`config.mk`:
```
export PLATFORM = sky130hd
export DESIGN_NAME = rf_wb_arbiter_flat
export DESIGN_NICKNAME = d
export VERILOG_FILES = /design/src/rtl/rf_wb_arbiter_if.sv /design/src/rtl/rf_wb_arbiter.sv /design/src/flat_wrapper.sv
export SDC_FILE = /design/constraint.sdc
export NUM_CORES = 1
export LEC_CHECK = 0
export CAP_MARGIN = 20
export CORE_ASPECT_RATIO = 1.75
export CORE_MARGIN = 3
export CORE_UTILIZATION = 55
export CTS_BUF_LIST = sky130_fd_sc_hd__clkbuf_16
export DETAILED_ROUTE_END_ITERATION = 7
export GPL_TIMING_DRIVEN = 0
export PLACE_DENSITY = 0.87
export SYNTH_ARGS = -nofsm -noshare
export SYNTH_HDL_FRONTEND = slang
export SYNTH_SLANG_ARGS = --single-unit
```
`constraint.sdc`:
```
create_clock -name i_clk -period 11.3 [get_ports i_clk]
set_input_delay 2.26 -clock i_clk [delete_from_list [all_inputs] [get_ports i_clk]]
set_output_delay 2.26 -clock i_clk [all_outputs]
set_load 0.005 [all_outputs]
```
`src/rtl/rf_wb_arbiter_if.sv`:
```
// Writeback arbiter bus: two producer handshakes, the register-file write
// port and the pending-write scoreboard.
interface rf_wb_arbiter_if #(
    parameter int XLEN = 64
);
    logic            exu_valid;
    logic            exu_ready;
    logic [4:0]      exu_rd;
    logic [XLEN-1:0] exu_data;
    logic            lsu_valid;
    logic            lsu_ready;
    logic [4:0]      lsu_rd;
    logic [XLEN-1:0] lsu_data;
    logic            wen;
    logic [4:0]      waddr;
    logic [XLEN-1:0] wdata;
    logic [31:0]     busy;
    logic [63:0]     wb_count;

    // Producer side (execute / load-store units) and register-file observer.
    modport master (
        output exu_valid, exu_rd, exu_data, lsu_valid, lsu_rd, lsu_data,
        input  exu_ready, lsu_ready, wen, waddr, wdata, busy, wb_count
    );

    // Arbiter side.
    modport slave (
        input  exu_valid, exu_rd, exu_data, lsu_valid, lsu_rd, lsu_data,
        output exu_ready, lsu_ready, wen, waddr, wdata, busy, wb_count
    );
endinterface

```
`src/rtl/rf_wb_arbiter.sv`:
```
// Writeback arbiter: EXU and LSU results each queue in a small FIFO; a
// round-robin grant drains one result per cycle into a registered
// register-file write port. Also exports a pending-write scoreboard.
// Source index 0 is the EXU, index 1 is the LSU. DEPTH must be a power of
// two and at least 2.
module rf_wb_arbiter #(
    parameter int DEPTH = 2,
    parameter int XLEN  = 64
) (
    input  logic           i_clk,
    input  logic           i_reset,
    rf_wb_arbiter_if.slave wb_if
);
    localparam int AW = $clog2(DEPTH);
    localparam int PW = AW + 1;

    logic            w_in_valid [2];
    logic [4:0]      w_in_rd    [2];
    logic [XLEN-1:0] w_in_data  [2];

    logic [4:0]      r_rd   [2][DEPTH];
    logic [XLEN-1:0] r_data [2][DEPTH];
    logic [PW-1:0]   r_wp   [2];
    logic [PW-1:0]   r_rp   [2];

    logic [PW-1:0]   w_cnt   [2];
    logic            w_empty [2];
    logic            w_full  [2];
    logic            w_ready [2];
    logic            w_push  [2];

    logic            r_last;      // source granted most recently (1 = LSU)
    logic            w_gnt_v;
    logic            w_gnt_sel;
    logic [4:0]      w_head_rd;
    logic [XLEN-1:0] w_head_data;

    logic            r_wen;
    logic [4:0]      r_waddr;
    logic [XLEN-1:0] r_wdata;
    logic [63:0]     r_wb_count;
    logic [31:0]     w_busy;

    assign w_in_valid[0] = wb_if.exu_valid;
    assign w_in_rd[0]    = wb_if.exu_rd;
    assign w_in_data[0]  = wb_if.exu_data;
    assign w_in_valid[1] = wb_if.lsu_valid;
    assign w_in_rd[1]    = wb_if.lsu_rd;
    assign w_in_data[1]  = wb_if.lsu_data;

    // FIFO occupancy flags; ready depends only on state and reset, never on valid or pop.
    always_comb begin
        for (int s = 0; s < 2; s++) begin
            w_cnt[s]   = r_wp[s] - r_rp[s];
            w_empty[s] = (r_wp[s] == r_rp[s]);
            w_full[s]  = ((r_wp[s] ^ r_rp[s]) == {1'b1, {AW{1'b0}}});
            w_ready[s] = !i_reset && !w_full[s];
            // x0 results complete the handshake but are never stored.
            w_push[s]  = w_in_valid[s] && w_ready[s] && (w_in_rd[s] != 5'd0);
        end
    end

    // Round-robin grant over the two FIFO heads; on a tie the source not granted last wins.
    always_comb begin
        w_gnt_v   = 1'b0;
        w_gnt_sel = 1'b0;
        if (!w_empty[0] && !w_empty[1]) begin
            w_gnt_v   = 1'b1;
            w_gnt_sel = ~r_last;
        end else if (!w_empty[0]) begin
            w_gnt_v   = 1'b1;
            w_gnt_sel = 1'b0;
        end else if (!w_empty[1]) begin
            w_gnt_v   = 1'b1;
            w_gnt_sel = 1'b1;
        end else begin
            w_gnt_v   = 1'b0;
            w_gnt_sel = 1'b0;
        end
        w_head_rd   = r_rd[w_gnt_sel][r_rp[w_gnt_sel][AW-1:0]];
        w_head_data = r_data[w_gnt_sel][r_rp[w_gnt_sel][AW-1:0]];
    end

    // Scoreboard: every queued destination plus the one in the output stage.
    always_comb begin
        w_busy = 32'd0;
        for (int s = 0; s < 2; s++) begin
            for (int k = 0; k < DEPTH; k++) begin
                if (PW'(k) < w_cnt[s]) begin
                    w_busy = w_busy | (32'd1 << r_rd[s][AW'(r_rp[s][AW-1:0] + AW'(k))]);
                end else begin
                    w_busy = w_busy;
                end
            end
        end
        if (r_wen) begin
            w_busy = w_busy | (32'd1 << r_waddr);
        end else begin
            w_busy = w_busy;
        end
        w_busy[0] = 1'b0;
    end

    // FIFO storage/pointers, grant history and the registered write port.
    always_ff @(posedge i_clk) begin
        if (i_reset) begin
            for (int s = 0; s < 2; s++) begin
                r_wp[s] <= {PW{1'b0}};
                r_rp[s] <= {PW{1'b0}};
                for (int i = 0; i < DEPTH; i++) begin
                    r_rd[s][i]   <= 5'd0;
                    r_data[s][i] <= {XLEN{1'b0}};
                end
            end
            r_last     <= 1'b1;
            r_wen      <= 1'b0;
            r_waddr    <= 5'd0;
            r_wdata    <= {XLEN{1'b0}};
            r_wb_count <= 64'd0;
        end else begin
            for (int s = 0; s < 2; s++) begin
                if (w_push[s]) begin
                    r_rd[s][r_wp[s][AW-1:0]]   <= w_in_rd[s];
                    r_data[s][r_wp[s][AW-1:0]] <= w_in_data[s];
                    r_wp[s]                    <= r_wp[s] + PW'(1);
                end
                if (w_gnt_v && (w_gnt_sel == 1'(s))) begin
                    r_rp[s] <= r_rp[s] + PW'(1);
                end
            end
            if (w_gnt_v) begin
                r_last     <= w_gnt_sel;
                r_wen      <= 1'b1;
                r_waddr    <= w_head_rd;
                r_wdata    <= w_head_data;
                r_wb_count <= r_wb_count + 64'd1;
            end else begin
                r_wen      <= 1'b0;
            end
        end
    end

    assign wb_if.exu_ready = w_ready[0];
    assign wb_if.lsu_ready = w_ready[1];
    assign wb_if.wen       = r_wen;
    assign wb_if.waddr     = r_waddr;
    assign wb_if.wdata     = r_wdata;
    assign wb_if.busy      = w_busy;
    assign wb_if.wb_count  = r_wb_count;
endmodule

```
`src/flat_wrapper.sv`:
```
// flat-port wrapper written by rule: the top's interface ports become plain ports
module rf_wb_arbiter_flat 
#(
    parameter int DEPTH = 2,
    parameter int XLEN  = 64
)
  (i_clk, i_reset, wb_if_exu_valid, wb_if_exu_rd, wb_if_exu_data, wb_if_lsu_valid, wb_if_lsu_rd, wb_if_lsu_data, wb_if_exu_ready, wb_if_lsu_ready, wb_if_wen, wb_if_waddr, wb_if_wdata, wb_if_busy, wb_if_wb_count);
  rf_wb_arbiter_if #(.XLEN(XLEN)) wb_if_i ();
  input  logic i_clk;
  input  logic i_reset;
  input wire logic [$bits(wb_if_i.exu_valid)-1:0] wb_if_exu_valid;
  input wire logic [$bits(wb_if_i.exu_rd)-1:0] wb_if_exu_rd;
  input wire logic [$bits(wb_if_i.exu_data)-1:0] wb_if_exu_data;
  input wire logic [$bits(wb_if_i.lsu_valid)-1:0] wb_if_lsu_valid;
  input wire logic [$bits(wb_if_i.lsu_rd)-1:0] wb_if_lsu_rd;
  input wire logic [$bits(wb_if_i.lsu_data)-1:0] wb_if_lsu_data;
  output wire logic [$bits(wb_if_i.exu_ready)-1:0] wb_if_exu_ready;
  output wire logic [$bits(wb_if_i.lsu_ready)-1:0] wb_if_lsu_ready;
  output wire logic [$bits(wb_if_i.wen)-1:0] wb_if_wen;
  output wire logic [$bits(wb_if_i.waddr)-1:0] wb_if_waddr;
  output wire logic [$bits(wb_if_i.wdata)-1:0] wb_if_wdata;
  output wire logic [$bits(wb_if_i.busy)-1:0] wb_if_busy;
  output wire logic [$bits(wb_if_i.wb_count)-1:0] wb_if_wb_count;
  assign wb_if_i.exu_valid = wb_if_exu_valid;
  assign wb_if_i.exu_rd = wb_if_exu_rd;
  assign wb_if_i.exu_data = wb_if_exu_data;
  assign wb_if_i.lsu_valid = wb_if_lsu_valid;
  assign wb_if_i.lsu_rd = wb_if_lsu_rd;
  assign wb_if_i.lsu_data = wb_if_lsu_data;
  assign wb_if_exu_ready = wb_if_i.exu_ready;
  assign wb_if_lsu_ready = wb_if_i.lsu_ready;
  assign wb_if_wen = wb_if_i.wen;
  assign wb_if_waddr = wb_if_i.waddr;
  assign wb_if_wdata = wb_if_i.wdata;
  assign wb_if_busy = wb_if_i.busy;
  assign wb_if_wb_count = wb_if_i.wb_count;
  rf_wb_arbiter #(.DEPTH(DEPTH), .XLEN(XLEN)) u_core (.i_clk(i_clk), .i_reset(i_reset), .wb_if(wb_if_i));
endmodule
```
==> results by group <==
Finish
  – Fin area: 24800 sq um
  – Register area: approximately 11000 sq um
  – Area grow syn2layout: 25.1%
  – Area occupied by multi-input gates: around 8000 sq um
  – Most frequent cells in the layout: clkdlybuf4s50_1 (308), and3_1 (287), edfxtp_1 (284)
  – Final nets: about 2.3k
  – Share of cells above drive strength 1: 0.0448
  – Post-layout util: 0.699
  – Most common cell after layout, fill and taps aside: clkdlybuf4s50_1
  – Fill cell count: 2506

Global route
  – First-pass GRT wire length: about 98000 microns
  – Antenna violations before repair: 16
  – Grt ovf: 0
  – Vias in the first global route: 17.4k
  – Total track usage: 0.330
  – Largest net degree at the start of global routing: 70

Synth
  – Post-Syn Area: 19800 sq um
  – Seq/Total Area, Yosys: 0.568
  – Synthesis Warnings: 0
  – Main synth FF type: edfxtp_1
  – Mapped Cells: 1782
  – EDFF count, synth: around 280
  – Async SR Flop Fraction: 0
  – Net Count, Synth: between 1.5k and 2k
  – Mean Syn Cell Area: 11.1 sq um
  – Seq cells post-synth: 419
  – Cell variety after synth: 58

STA
  – Maximum clock rate: 143 MHz
  – Worst slew pin tran: 1.01 ns
  – RSZ-0062 raised after global routing: no
  – Finish-stage setup viols: 0
  – Rel. slew slack: 0.327
  – Max-slew violations: 0
  – Final setup TNS: 0 ns
  – Crit path setup slack, layout: 4.32 ns
  – Min Tclk post-route: 6.98 ns
  – Setup Skew: 0.0163 ns
  – Final period util: 0.618
  – Final Hold Vio Count: 0

Place
  – Detail Placement HPWL: 46100 microns
  – Port Buf Inserts: 308
  – GP Congestion: 0.962
  – Pre-CTS WS: between 5 and 6 ns
  – Placed Area: 23500 sq um

Clock tree
  – # hold bufs at CTS: 0
  – Clock root cell: clkbuf_16
  – Worst-skew pair later-pin latency: 0.56 ns
  – Cts repair resizes: 0
  – # clock sinks: 419
  – Clk slew on worst S/H paths: 0.07 ns
  – CTS max path bufs: 3
  – Post-CTS setup buffer count: 0
  – CTS Buf Count: 37
  – CTS tree: done
  – H-tree depth: 2

Min path
  – Hold Path Sink: u_core.wb_if.wdata[8]$_SDFFE_PP0N_
  – Worst hold stages: 1
  – Startpoint of the worst hold path: u_core.wb_if.wdata[8]$_SDFFE_PP0N_
  – Hold crit path type: reg -> reg

Power
  – Peak supply drop: 0.182 mV
  – Pwr/cell area: roughly 230 nW/um^2
  – Leak pwr: 9.88 nW

Run status
  – Outcome: complete, no violations

Floorplanning
  – Num ports: 310
  – Initial Util: 0.559
  – Die Wd: 149 microns
  – Die Span Y: 257 microns
  – Die area: 38400 sq um
  – CORE AREA: 35400 sq um
  – Row count: 91

Critical path
  – CP most frequent cell: clkbuf_1
  – CP max stage cell: clkbuf_1
  – RR Startpoint: u_core.r_wp[0][0]$_SDFFCE_PN0P_
  – Reg2Reg Capture Point: u_core.r_data[0][60]$_SDFFCE_PN0P_
  – Worst-path maximum fanout: 10
  – Worst EP required: 9.04 ns
  – CP delay by family, top: buffers and inverters
  – CP endpoint kind: primary output
  – WP data arrival: about 4.7 ns
  – Critical path's largest stage delay: 0.63 ns
  – Type of origin of the critical path: flop
  – Crit-path cells: clkbuf_1 > inv_1 > clkbuf_1 > ha_1 > xor3_1 > nor2_1 > nor4_1 > a221o_1 > clkdlybuf4s50_1
  – R2r worst-path depth: 9
  – R2r setup slk: approximately 6.3 ns
  – Worst setup path class: reg -> out
  – CP Buf/Inv Count: 4

Routing
  – Vias per inst: 6.47
  – DRC: 0
  – Detailed Route Iter0 Violations: about 1.7k
  – 1st-pass router iterations: 5
  – Routed wire per std cell: 24.7 microns
  – Via count: 17.1k
  – ANT nets after route: 0
  – Final WL: 65300 microns

Job
  – Maxcap violations: 0
[how the worst max path moves through the flow]
stage,startpoint,end,slack [ns],depth (start not counted)
final,u_core.r_wp[0][0]$_SDFFCE_PN0P_,wb_if_busy[20],4.32,9
after global routing,u_core.r_wp[0][0]$_SDFFCE_PN0P_,wb_if_busy[20],4.16,9
after CTS,u_core.r_wp[0][0]$_SDFFCE_PN0P_,wb_if_busy[18],4.41,9
after detailed placement,u_core.r_wp[0][0]$_SDFFCE_PN0P_,wb_if_busy[18],5.01,9
after global placement,i_reset,u_core.r_data[0][15]$_SDFFCE_PN0P_,4.36,5
after floorplan,i_reset,u_core.r_data[0][0]$_SDFFCE_PN0P_,6.44,4
[Yosys cell counts, types with 2 or more instances]
cell type / instances / area share
a32oi_1: 14 / 0.0062
o22ai_1: 21 / 0.0066
and4_1: 9 / 0.0040
o311a_1: 2 / 0.0010
or3_1: 23 / 0.0073
edfxtp_1: 284 / 0.43
a21oi_1: 39 / 0.0099
nand3b_1: 7 / 0.0027
or4_1: 18 / 0.0068
ha_1: 3 / 0.0019
nor3_1: 17 / 0.0043
a221o_1: 12 / 0.0061
xor2_1: 12 / 0.0053
o21ai_1: 11 / 0.0028
nor4_1: 10 / 0.0032
dfxtp_1: 135 / 0.14
o31ai_1: 19 / 0.0072
and2_1: 2 / 0.00063
xor3_1: 2 / 0.0024
or2_2: 5 / 0.0016
mux2_2: 7 / 0.0040
o21ai_0: 51 / 0.013
mux2i_1: 137 / 0.069
nand3_1: 37 / 0.0094
buf_1: 12 / 0.0023
buf_2: 14 / 0.0035
nor3b_1: 13 / 0.0049
a21o_1: 5 / 0.0019
nand2b_1: 7 / 0.0022
nor2_1: 96 / 0.018
a32o_1: 67 / 0.034
xnor2_1: 21 / 0.0093
clkbuf_1: 111 / 0.021
o32ai_1: 2 / 0.00089
nand4_1: 33 / 0.010
and3b_1: 12 / 0.0053
inv_1: 12 / 0.0023
or3b_2: 3 / 0.0013
and3_1: 287 / 0.091
nand2_1: 180 / 0.034
clkbuf_2: 2 / 0.00051
o22a_1: 12 / 0.0053
[power breakdown]
part	total (mW)	leakage (nW)	switching (mW)	internal (mW)
clock	1.26	0.637	0.577	0.687
combinational	2.32	5.17	1.42	0.899
sequential	2.09	4.07	0.150	1.94
total	5.67	9.88	2.15	3.52
[routing by layer]
metal / wire length, microns / GRT usage / part of all wire / vias to the layer above
met5: 27 / 0 / 0.00041 / -
met4: 4760 / 0.214 / 0.073 / 4
met3: 5650 / 0.0636 / 0.086 / 311
met2: 33500 / 0.571 / 0.51 / 1104
met1: 21400 / 0.365 / 0.33 / 8153
li1: - / - / - / 7510
[stage by stage]
step | std cells | power (mW) | hold slack, ns
detailed placement | 2559 | 4.35 | 0.458
global placement | 2555 | 4.26 | 0.449
global route | 2641 | 5.87 | 0.488
floorplan | 1782 | 3.39 | 0.452
finish | 2641 | 5.67 | 0.472
CTS | 2627 | 5.62 | 0.476
[kinds of logic (layout without fill, tap and decap cells)]
logic type / after synthesis / in the layout / synth area share
other: 1 / 14 / 0.000190
buffers and inverters: 153 / 534 / 0.0302
XOR/XNOR: 36 / 36 / 0.0178
AO/OA/AOI/OAI: 263 / 263 / 0.0995
adder cells (fa/ha/maj): 3 / 3 / 0.00190
AND/OR/NAND/NOR: 762 / 762 / 0.209
multiplexers: 145 / 145 / 0.0739
flip-flops: 419 / 419 / 0.568
[layout make-up]
class                           count  share of cell area
Antenna cell                       13             0.00131
Buffer                            140              0.0222
Clock buffer                       38              0.0384
Clock inverter                     30             0.00940
Inverter                           13             0.00197
Multi-Input combinational cell   1210               0.323
Sequential cell                   419               0.454
Tap cell                          465              0.0235
Timing Repair Buffer              313               0.127
[flip-flops by register name, indices dropped and copies added (netlist names)]
register and count:
u_core.wb_if.wen 1, u_core.wb_if.waddr 5, u_core.r_rd 20, u_core.wb_if.wb_count 64, u_core.wb_if.wdata 64, u_core.r_data 256
u_core.r_rp 4, u_core.r_wp 4, u_core.r_last 1
[worst register-to-register path: stages, from the launching register on]
cell      delay [ns]
edfxtp_1        0.33
clkbuf_1        0.63
inv_1           0.54
clkbuf_1        0.36
ha_1            0.48
a21oi_1         0.36
o311a_1         0.63
clkbuf_1        0.80
clkbuf_1        0.49
and3_1          0.24
(Power assumes the default switching activity.)
